**src/rtl/sobel_pkg.sv**
```systemverilog
// Shared types and helpers for the streaming Sobel filter.
package sobel_pkg;

   typedef enum logic [1:0] {
      S_HDR_W,
      S_HDR_H,
      S_PIXELS,
      S_DISCARD
   } state_e;

   typedef enum logic [1:0] {
      MODE_MAG,
      MODE_GX,
      MODE_GY,
      MODE_THRESH
   } mode_e;

   localparam int DATA_WIDTH_DEF = 8;
   localparam int GRAD_W         = DATA_WIDTH_DEF + 4;

   // Absolute value clamped to the largest unsigned number of the given width.
   function automatic int sat_abs(input int value, input int width);
      int magnitude;
      int limit;
      magnitude = (value < 0) ? -value : value;
      limit     = (1 << width) - 1;
      return (magnitude > limit) ? limit : magnitude;
   endfunction

endpackage

```
**src/rtl/sobel_line_buffer.sv**
```systemverilog
// Two-row line buffer: row1 holds the previous image row, row2 the row before it.
module sobel_line_buffer #(
   parameter int DATA_WIDTH = 8,
   parameter int MAX_WIDTH  = 256,
   parameter int ADDR_W     = $clog2(MAX_WIDTH)
) (
   input  logic                  clk,
   input  logic                  i_wrEn,
   input  logic [ADDR_W-1:0]     i_addr,
   input  logic [DATA_WIDTH-1:0] i_pixel,
   output logic [DATA_WIDTH-1:0] o_row1,
   output logic [DATA_WIDTH-1:0] o_row2
);

   logic [DATA_WIDTH-1:0] r_row1Mem [0:MAX_WIDTH-1];
   logic [DATA_WIDTH-1:0] r_row2Mem [0:MAX_WIDTH-1];

   // Reads are combinational, so the write cycle still sees the old contents.
   always_ff @(posedge clk) begin
      if (i_wrEn) begin
         r_row1Mem[i_addr] <= i_pixel;
         r_row2Mem[i_addr] <= r_row1Mem[i_addr];
      end
   end

   assign o_row1 = r_row1Mem[i_addr];
   assign o_row2 = r_row2Mem[i_addr];

endmodule

```
**src/rtl/sobel_stream_filter.sv**
```systemverilog
// Framed valid/ready Sobel filter: width and height header words, then W*H pixels.
module sobel_stream_filter
   import sobel_pkg::*;
#(
   parameter int DATA_WIDTH = 8,
   parameter int MAX_WIDTH  = 256
) (
   input  logic                  clk,
   input  logic                  rst,
   input  logic [DATA_WIDTH-1:0] data_in,
   input  logic                  valid_in,
   output logic                  ready_in,
   output logic [DATA_WIDTH-1:0] data_out,
   output logic                  valid_out,
   input  logic                  ready_out,
   input  logic [1:0]            mode,
   input  logic [DATA_WIDTH-1:0] thresh,
   output logic                  frame_done,
   output logic                  frame_err
);

   localparam int COL_W     = $clog2(MAX_WIDTH + 1);
   localparam int ADDR_W    = $clog2(MAX_WIDTH);
   localparam int GRAD_BITS = DATA_WIDTH + 4;
   localparam int CNT_W     = 2 * DATA_WIDTH;

   state_e                r_state;
   state_e                w_nextState;
   logic [DATA_WIDTH-1:0] r_width;
   logic [DATA_WIDTH-1:0] r_height;
   mode_e                 r_mode;
   logic [DATA_WIDTH-1:0] r_thresh;
   logic [COL_W-1:0]      r_col;
   logic [COL_W-1:0]      r_row;
   logic [CNT_W-1:0]      r_discardLeft;
   logic [DATA_WIDTH-1:0] r_win [0:2][0:1];
   logic                  r_validOut;
   logic [DATA_WIDTH-1:0] r_dataOut;
   logic                  r_frameDone;
   logic                  r_frameErr;

   logic                  w_accept;
   logic                  w_pixReady;
   logic                  w_hdrBad;
   logic                  w_hdrEmpty;
   logic                  w_lastCol;
   logic                  w_lastRow;
   logic                  w_lastDiscard;
   logic                  w_pixelAccept;
   logic                  w_emit;
   logic [DATA_WIDTH-1:0] w_row1;
   logic [DATA_WIDTH-1:0] w_row2;
   logic signed [GRAD_BITS-1:0] w_gx;
   logic signed [GRAD_BITS-1:0] w_gy;
   int                    w_absX;
   int                    w_absY;
   int                    w_mag;
   logic [DATA_WIDTH-1:0] w_result;

   function automatic logic signed [GRAD_BITS-1:0] ext(input logic [DATA_WIDTH-1:0] p);
      return $signed({4'b0000, p});
   endfunction

   assign w_pixReady    = !r_validOut || ready_out;
   assign w_accept      = valid_in && ready_in;
   assign w_hdrBad      = (int'(r_width) < 3) || (int'(data_in) < 3) || (int'(r_width) > MAX_WIDTH);
   assign w_hdrEmpty    = (r_width == '0) || (data_in == '0);
   assign w_lastCol     = (int'(r_col) == int'(r_width) - 1);
   assign w_lastRow     = (int'(r_row) == int'(r_height) - 1);
   assign w_lastDiscard = (r_discardLeft == CNT_W'(1));
   assign w_pixelAccept = w_accept && (r_state == S_PIXELS);
   assign w_emit        = w_pixelAccept && (r_row >= COL_W'(2)) && (r_col >= COL_W'(2));

   always_ff @(posedge clk) begin
      if (rst) r_state <= S_HDR_W;
      else     r_state <= w_nextState;
   end

   // In pixel mode the input stalls only while a result waits in the output register.
   always_comb begin
      w_nextState = r_state;
      ready_in    = 1'b0;
      case (r_state)
         S_HDR_W: begin
            ready_in = 1'b1;
            if (valid_in) w_nextState = S_HDR_H;
         end
         S_HDR_H: begin
            ready_in = 1'b1;
            if (valid_in) begin
               if (w_hdrBad) w_nextState = w_hdrEmpty ? S_HDR_W : S_DISCARD;
               else          w_nextState = S_PIXELS;
            end
         end
         S_PIXELS: begin
            ready_in = w_pixReady;
            if (valid_in && w_pixReady && w_lastCol && w_lastRow) w_nextState = S_HDR_W;
         end
         S_DISCARD: begin
            ready_in = 1'b1;
            if (valid_in && w_lastDiscard) w_nextState = S_HDR_W;
         end
         default: w_nextState = S_HDR_W;
      endcase
      if (rst) ready_in = 1'b0;
   end

   always_ff @(posedge clk) begin
      if (rst) begin
         r_width       <= '0;
         r_height      <= '0;
         r_mode        <= MODE_MAG;
         r_thresh      <= '0;
         r_col         <= '0;
         r_row         <= '0;
         r_discardLeft <= '0;
         r_frameDone   <= 1'b0;
         r_frameErr    <= 1'b0;
      end else begin
         r_frameDone <= 1'b0;
         r_frameErr  <= 1'b0;
         if (w_accept) begin
            case (r_state)
               S_HDR_W: r_width <= data_in;
               S_HDR_H: begin
                  r_height      <= data_in;
                  r_mode        <= mode_e'(mode);
                  r_thresh      <= thresh;
                  r_col         <= '0;
                  r_row         <= '0;
                  r_discardLeft <= CNT_W'(r_width) * CNT_W'(data_in);
                  r_frameErr    <= w_hdrBad;
               end
               S_PIXELS: begin
                  if (w_lastCol) begin
                     r_col <= '0;
                     r_row <= r_row + COL_W'(1);
                     if (w_lastRow) r_frameDone <= 1'b1;
                  end else begin
                     r_col <= r_col + COL_W'(1);
                  end
               end
               S_DISCARD: begin
                  r_discardLeft <= r_discardLeft - CNT_W'(1);
                  if (w_lastDiscard) r_frameDone <= 1'b1;
               end
               default: ;
            endcase
         end
      end
   end

   sobel_line_buffer #(
      .DATA_WIDTH(DATA_WIDTH),
      .MAX_WIDTH (MAX_WIDTH),
      .ADDR_W    (ADDR_W)
   ) u_lineBuffer (
      .clk    (clk),
      .i_wrEn (w_pixelAccept),
      .i_addr (ADDR_W'(r_col)),
      .i_pixel(data_in),
      .o_row1 (w_row1),
      .o_row2 (w_row2)
   );

   // The incoming column (row2, row1, data_in) completes the 3x3 window with these two.
   always_ff @(posedge clk) begin
      if (rst) begin
         for (int i = 0; i < 3; i++) begin
            r_win[i][0] <= '0;
            r_win[i][1] <= '0;
         end
      end else if (w_pixelAccept) begin
         r_win[0][0] <= r_win[0][1];
         r_win[1][0] <= r_win[1][1];
         r_win[2][0] <= r_win[2][1];
         r_win[0][1] <= w_row2;
         r_win[1][1] <= w_row1;
         r_win[2][1] <= data_in;
      end
   end

   always_comb begin
      w_gx = (ext(w_row2) + ext(w_row1) + ext(w_row1) + ext(data_in))
           - (ext(r_win[0][0]) + ext(r_win[1][0]) + ext(r_win[1][0]) + ext(r_win[2][0]));
      w_gy = (ext(r_win[2][0]) + ext(r_win[2][1]) + ext(r_win[2][1]) + ext(data_in))
           - (ext(r_win[0][0]) + ext(r_win[0][1]) + ext(r_win[0][1]) + ext(w_row2));
   end

   always_comb begin
      w_absX   = sat_abs(int'(w_gx), 30);
      w_absY   = sat_abs(int'(w_gy), 30);
      w_mag    = w_absX + w_absY;
      w_result = '0;
      case (r_mode)
         MODE_MAG:    w_result = DATA_WIDTH'(sat_abs(w_mag, DATA_WIDTH));
         MODE_GX:     w_result = DATA_WIDTH'(sat_abs(w_absX, DATA_WIDTH));
         MODE_GY:     w_result = DATA_WIDTH'(sat_abs(w_absY, DATA_WIDTH));
         MODE_THRESH: w_result = (w_mag >= int'(r_thresh)) ? '1 : '0;
         default:     w_result = '0;
      endcase
   end

   // A new result may only replace the held one when it is being consumed.
   always_ff @(posedge clk) begin
      if (rst) begin
         r_validOut <= 1'b0;
         r_dataOut  <= '0;
      end else if (w_emit) begin
         r_validOut <= 1'b1;
         r_dataOut  <= w_result;
      end else if (ready_out) begin
         r_validOut <= 1'b0;
      end
   end

   assign data_out   = r_dataOut;
   assign valid_out  = r_validOut;
   assign frame_done = r_frameDone;
   assign frame_err  = r_frameErr;

endmodule

```
**config.mk**
```make
export PLATFORM = sky130hd
export DESIGN_NAME = sobel_stream_filter
export DESIGN_NICKNAME = d
export VERILOG_FILES = /design/src/rtl/sobel_pkg.sv /design/src/rtl/sobel_line_buffer.sv /design/src/rtl/sobel_stream_filter.sv
export SDC_FILE = /design/constraint.sdc
export NUM_CORES = 2
export LEC_CHECK = 0
export CORE_ASPECT_RATIO = 0.8
export CORE_UTILIZATION = 30
export DETAILED_ROUTE_END_ITERATION = 7
export GPL_TIMING_DRIVEN = 1
export SYNTH_ARGS = -nofsm -noshare
export SYNTH_HDL_FRONTEND = slang
export SYNTH_MEMORY_MAX_BITS = 65536
export SYNTH_SLANG_ARGS = --single-unit
```
**constraint.sdc**
```tcl
create_clock -name clk -period 10 [get_ports clk]
set_input_delay 2 -clock clk [delete_from_list [all_inputs] [get_ports clk]]
set_output_delay 2 -clock clk [all_outputs]
set_load 0.1 [all_outputs]
```
==> Word level (Yosys, flattened, before mapping) <==
Memory sizes are Yosys's and may differ from the RTL's. A register that Yosys moved wholly into a read port is not among the register bits.
Index checks and enable logic that the tools add are counted.
{ "classes": {"n_bitwise": 8, "reduce_logical": 28, "order_cmp": 15, "eq_ne": 14, "mul": 1, "muxes": 48, "addsub": 25} }
{ "ops": {"columns": ["operator", "count"], "rows": [
  ["2-to-1 mux 32 bit", 7],
  ["2-to-1 mux 8 bit", 14],
  ["> comparator 32 x 9 -> 1 bit, second input constant", 3],
  ["< comparator 32 x 1 -> 1 bit, second input constant", 3],
  ["negator 32 bit", 3],
  ["> comparator 32 x 31 -> 1 bit, second input constant", 2],
  ["negator 12 -> 32 bit", 2],
  ["adder 10 x 8 -> 11 bit", 4],
  ["adder 9 x 8 -> 10 bit", 4],
  ["adder 8 x 8 -> 9 bit", 4],
  ["one-hot mux 9 bit (2 select lines)", 2],
  ["adder 32 bit", 1],
  ["greater-or-equal comparator 32 x 9 -> 1 bit", 1],
  ["one-hot mux 16 bit (2 select lines)", 1],
  ["one-hot mux 8 bit (4 select lines)", 1],
  ["< comparator 12 x 1 -> 1 bit, second input constant", 2],
  ["subtractor 11 x 11 -> 12 bit", 2],
  ["== test 10 x 9 -> 1 bit", 2],
  ["adder 9 x 1 -> 9 bit, second input constant", 2],
  ["greater-or-equal comparator 9 x 2 -> 1 bit, second input constant", 2],
  ["2-to-1 mux 9 bit", 2],
  ["subtractor 8 x 1 -> 9 bit, second input constant", 2],
  ["== test 16 x 1 -> 1 bit, second input constant", 1],
  ["zero test 8 bit", 2],
  ["other kinds (23)", 70]
]} }
{ "totals": {"n_memories": 3, "output_inout_bits": 12, "word_cells": 154, "ff_bits": 73, "input_bits": 22, "ram_bits": 4144} }
{ "memory_table": {"columns": ["memory", "depth", "width", "read_ports", "rd_clocked_by_memory_dff", "write_ports", "line_no", "rtl"], "rows": [
  ["u_lineBuffer.r_row1Mem", 256, 8, 1, 1, 1, "sobel_line_buffer.sv:15", "logic [DATA_WIDTH-1:0] r_row1Mem [0:MAX_WIDTH-1];"],
  ["u_lineBuffer.r_row2Mem", 256, 8, 1, 1, 1, "sobel_line_buffer.sv:16", "logic [DATA_WIDTH-1:0] r_row2Mem [0:MAX_WIDTH-1];"],
  ["r_win", 3, 16, 3, 0, 3, "sobel_stream_filter.sv:36", "logic [DATA_WIDTH-1:0] r_win [0:2][0:1];"]
]} }

==> Longest topological paths before layout <==
An unclocked memory read counts as a cell.
{ "depth": {"word_depth": 15, "depth_mapped": 42, "mapped_depth_nobuf": 38} }

==> By module <==
A second synthesis with hierarchy kept.
{ "unflattened": {"hier_cells": 8282, "hier_area_um2": 168281.4} }
{ "by_module_without_submodules": {"columns": ["mod", "seq_area_each_um2", "cells_per_inst", "area_per_inst_um2", "n_inst"], "rows": [
  ["sobel_line_buffer", 122998.0, 6701, 154981.1, 1],
  ["sobel_stream_filter", 2902.8, 1581, 13300.3, 1]
]} }

==> Worst setup path before layout <==
Ideal clock, no wire load.
{ "synth_path": {"kind": "reg-to-reg", "start": "reg (tool-made name)", "end": "reg r_dataOut[7] (netlist: data_out[7])", "setup_time_ns": 0.117, "path_slack_ns": -0.477, "period_less_slack_ns": 10.477, "n_path_buf": 4, "arrival_time_ns": 10.360, "path_stages_with_launch": 41, "path_cell_list": "dfxtp_1 -> clkbuf_1 -> clkbuf_1 -> buf_1 -> buf_1 -> mux4_2 -> mux4_2 -> mux4_2 -> mux4_2 -> inv_1 -> fa_1 -> fa_1 -> inv_1 -> fa_1 -> inv_1 -> fa_1 -> inv_1 -> ha_1 -> [5 not listed] -> xnor2_1 -> nor4_1 -> a21oi_1 -> xnor2_1 -> inv_2 -> ha_1 -> nor2b_1 -> nor3_1 -> o311ai_0 -> a2111oi_0 -> o221ai_1 -> nor4b_1 -> and4_1 -> nand4_1 -> nor4_2 -> nand4_4 -> o221ai_2 -> nand2_1"} }
{ "synth_rtl": {"columns": ["item", "line_no", "rtl"], "rows": [
  ["end signal: assignment", "sobel_stream_filter.sv:211", "r_dataOut <= w_result;"],
  ["end: declaration", "sobel_stream_filter.sv:38", "logic [DATA_WIDTH-1:0] r_dataOut;"]
]} }

==> impl_metrics.csv <==
group,metric,value,unit
global_routing,gr-max-usage-layer,"met1",
synth,synth_edf_count,4144,
worst_setup_path,crit_required,10.82,ns
floorplanning,die_h,675,um
cells_and_area,final_nets,8837,
placement,dp_slack,-0.672,ns
worst_setup_path,path_delay_family,"adder cells",
cells_and_area,nFillCells,51000,
pwr,leakagePower,61.1,nW
synth,ys_seq_area_share,74.1,%
placement,io_buffer_count,33,
clocking,clkLatencyLatePin,1.04,ns
pwr,p_total,39.8,mW
sta,worst_slew_pin_slew,1.47,ns
floorplanning,die_area,570000,um2
outcome,status,"complete, but fails checks",
sta,drv_slew,0,
clocking,h-tree-depth,5,
cells_and_area,final_cell_area,200000,um2
sta,holdWs,0.455,ns
pwr,combPwrFrac,12.4,%
global_routing,grt_max_degree,210,
cells_and_area,drive_gt1_share,32.6,%
global_routing,met1_usage,23.4,%
global_routing,grt-ovfl-total,0,
outcome,violations,"DRC, setup timing",
placement,placed_area,185000,um2
global_routing,grt_use_met2,22.3,%
flow_run,maxCapViolCount,0,
pwr,ir_drop,296,uV
clocking,cts_tree,"yes",
synth,syn_area,170000,um2
worst_setup_path,cp-start-kind,"register",
pwr,power.switching,9.46,mW
clocking,clk_pin_slew,0.06,ns
synth,yosysWarnings,0,
pwr,seqPwrFrac,48.6,%
worst_setup_path,slowest_stage,"mux4_2",
floorplanning,dieWidth,844,um
route,postRouteAntennaNets,0,
global_routing,grtUsageMet3,4.62,%
clocking,cts_buffer_depth,4,
clocking,cts_hold_buf,0,
route,drt_iter0_drc,11400,
placement,gp_congestion,0.843,
floorplanning,core_area,563000,um2
synth,ys_types,97,
sta,min_period,10.12,ns
pwr,powerDensity,199,nW/um2
pwr,netSwitchingFraction,23.8,%
floorplanning,io_pins,34,
global_routing,antenna_found_initial,47,
route,wl_per_cell,27.9,um
worst_setup_path,critPathMaxStageDelay,0.66,ns
sta,setup_viol,8,
sta,fin_skew,0.119,ns
synth,synthFlopType,"edfxtp_1",
sta,max_slew_margin,1.67,%
worst_setup_path,path_buf_inv,11,
worst_setup_path,cp.arrival,10.95,ns
floorplanning,start_util,30.2,%
sta,period_share,101,%
route,drt_wl_total,457000,um
global_routing,grt_pass1_wl,644000,um
cells_and_area,mostFrequentLayoutCell,"edfxtp_1",
placement,dpl.hpwl,289000,um
cells_and_area,final_util,35.5,%
pwr,p_int,30.3,mW
clocking,cts_root_buffer,"clkbuf_16",
cells_and_area,fin_cells,16400,
cells_and_area,area_growth,17.4,%
sta,rsz0062_at_grt,"true",
route,vias,85000,
cells_and_area,layout_common_cells,"edfxtp_1 (4144), mux4_2 (1352), buf_4 (658)",
clocking,cts_sinks,4225,
route,drc,21,
clocking,cts_buffers,399,
worst_setup_path,cp_max_fo,8,
synth,synth.avg_cell_area,21.9,um2
sta,finalSetupTns,-0.677,ns
hold_path,hold_class,"register to register",
sta,fmax,98.8,MHz
global_routing,grt_pass1_vias,84200,
floorplanning,rows,246,
sta,hold_viol_final,0,
synth,ys_ff_latch,4225,
route,viasPerCell,5.19,
placement,dp.cells,15500,
global_routing,grtUsageTotal,15.6,%
synth,syn_inst,7761,
sta,fin_ws,-0.123,ns
pwr,p_clk_share,38.9,%
worst_setup_path,critPathCaptureType,"register",
route,dr.pass1.iters,8,
synth,async_reset_ff_share,0,%
worst_setup_path,criticalPathCategory,"register to register",
## synth_stat cells, drive strengths merged, types with 8 or more instances
library cell	count	area share (%)
edfxtp	4144	73
or3	20	0.074
buf	136	0.31
nor3	33	0.10
o21a	10	0.044
nand3	50	0.15
dfxtp	81	0.95
nor2	361	0.80
and2	77	0.28
a221oi	10	0.062
clkbuf	268	0.59
nand4	26	0.10
o21bai	14	0.062
a211oi	20	0.096
o211ai	13	0.060
mux4	1360	18
nand2b	19	0.074
xor2	29	0.16
o22ai	8	0.029
xnor2	58	0.30
inv	205	0.45
fa	99	1.2
o31ai	8	0.051
ha	126	0.93
a21oi	118	0.35
and3	10	0.040
a31oi	8	0.029
a21boi	8	0.038
a21o	45	0.20
nand2	198	0.44
nor2b	17	0.063
o21ai	64	0.19
nor4	12	0.060
## state kept, by name, indices dropped and copies added, names as in the netlist, named ones only
register	flops
r_row	9
u_lineBuffer.r_row2Mem	2048
r_state	2
frame_done	1
frame_err	1
r_height	8
r_col	9
r_win	48
u_lineBuffer.r_row1Mem	2048
data_out	8
r_discardLeft	16
valid_out	1
r_thresh	8
r_width	8
r_mode	2
## power by group through the flow
| stage | combinational (mW) | clock, mW | sequential, mW |
|---|---|---|---|
| after global routing | 5.41 | 16.3 | 19.3 |
| final | 4.95 | 15.5 | 19.3 |
| after floorplan | 2.54 | 0 | 19.7 |
| after global placement | 4.41 | 0 | 19.7 |
| after CTS | 4.65 | 15.7 | 19.3 |
| after detailed placement | 4.36 | 0 | 19.7 |
## final timing paths
| check | slack (ns) | from | to | depth (start not counted) |
|---|---|---|---|---|
| worst min-delay path | 0.45 | data_out[4] | data_out[4] | 2 |
| worst max register to register | -0.12 | register | data_out[7] | 39 |
| worst min register to register | 0.45 | data_out[4] | data_out[4] | 2 |
| worst max-delay path | -0.12 | register | data_out[7] | 39 |
## metal layers
layer	vias up	routed length, um
li1	34100	-
met1	46100	199000
met2	4208	196000
met3	549	52200
met4	10	9880
met5	-	71
## tightest hold or removal path: cells and delay by family (launching register included)
family / cells / cell delay (ns)
AO/OA/AOI/OAI: 1 / 0.05
flip-flops: 1 / 0.31
AND/OR/NAND/NOR: 1 / 0.05
## what timing repair did
item | CTS | global route
pin swaps | 41 | 39
gates resized for setup | 113 | 47
setup endpoints to repair | 8 | 8
setup buffers | 61 | 13
gates cloned | 13 | 2
## layout make-up
type                    instances  area (um2)  share of cell area, %
clock inverters               252        2980                   1.49
diodes                         16        40.0                 0.0201
well taps                    7440        9310                   4.66
multi-input cells            2960       42600                   21.3
flip-flops and latches       4225      126000                   63.1
clock buffers                 486       10300                   5.17
inverters                     205         769                  0.385
repair buffers                799        7600                   3.81
## cells by family after synthesis
group                      after synthesis  synth area share [%]
AOI/OAI and AO/OA                      385                  1.54
xor gates and xnor gates                87                 0.463
adders and majority gates              231                  2.13
buffers and inverters                  609                  1.36
DFF                                   4225                  74.1
muxes                                 1367                  18.1
other                                    1               0.00220
and+or+nand+nor                        856                  2.35
No activity file was read; power rests on OpenSTA's default activity.
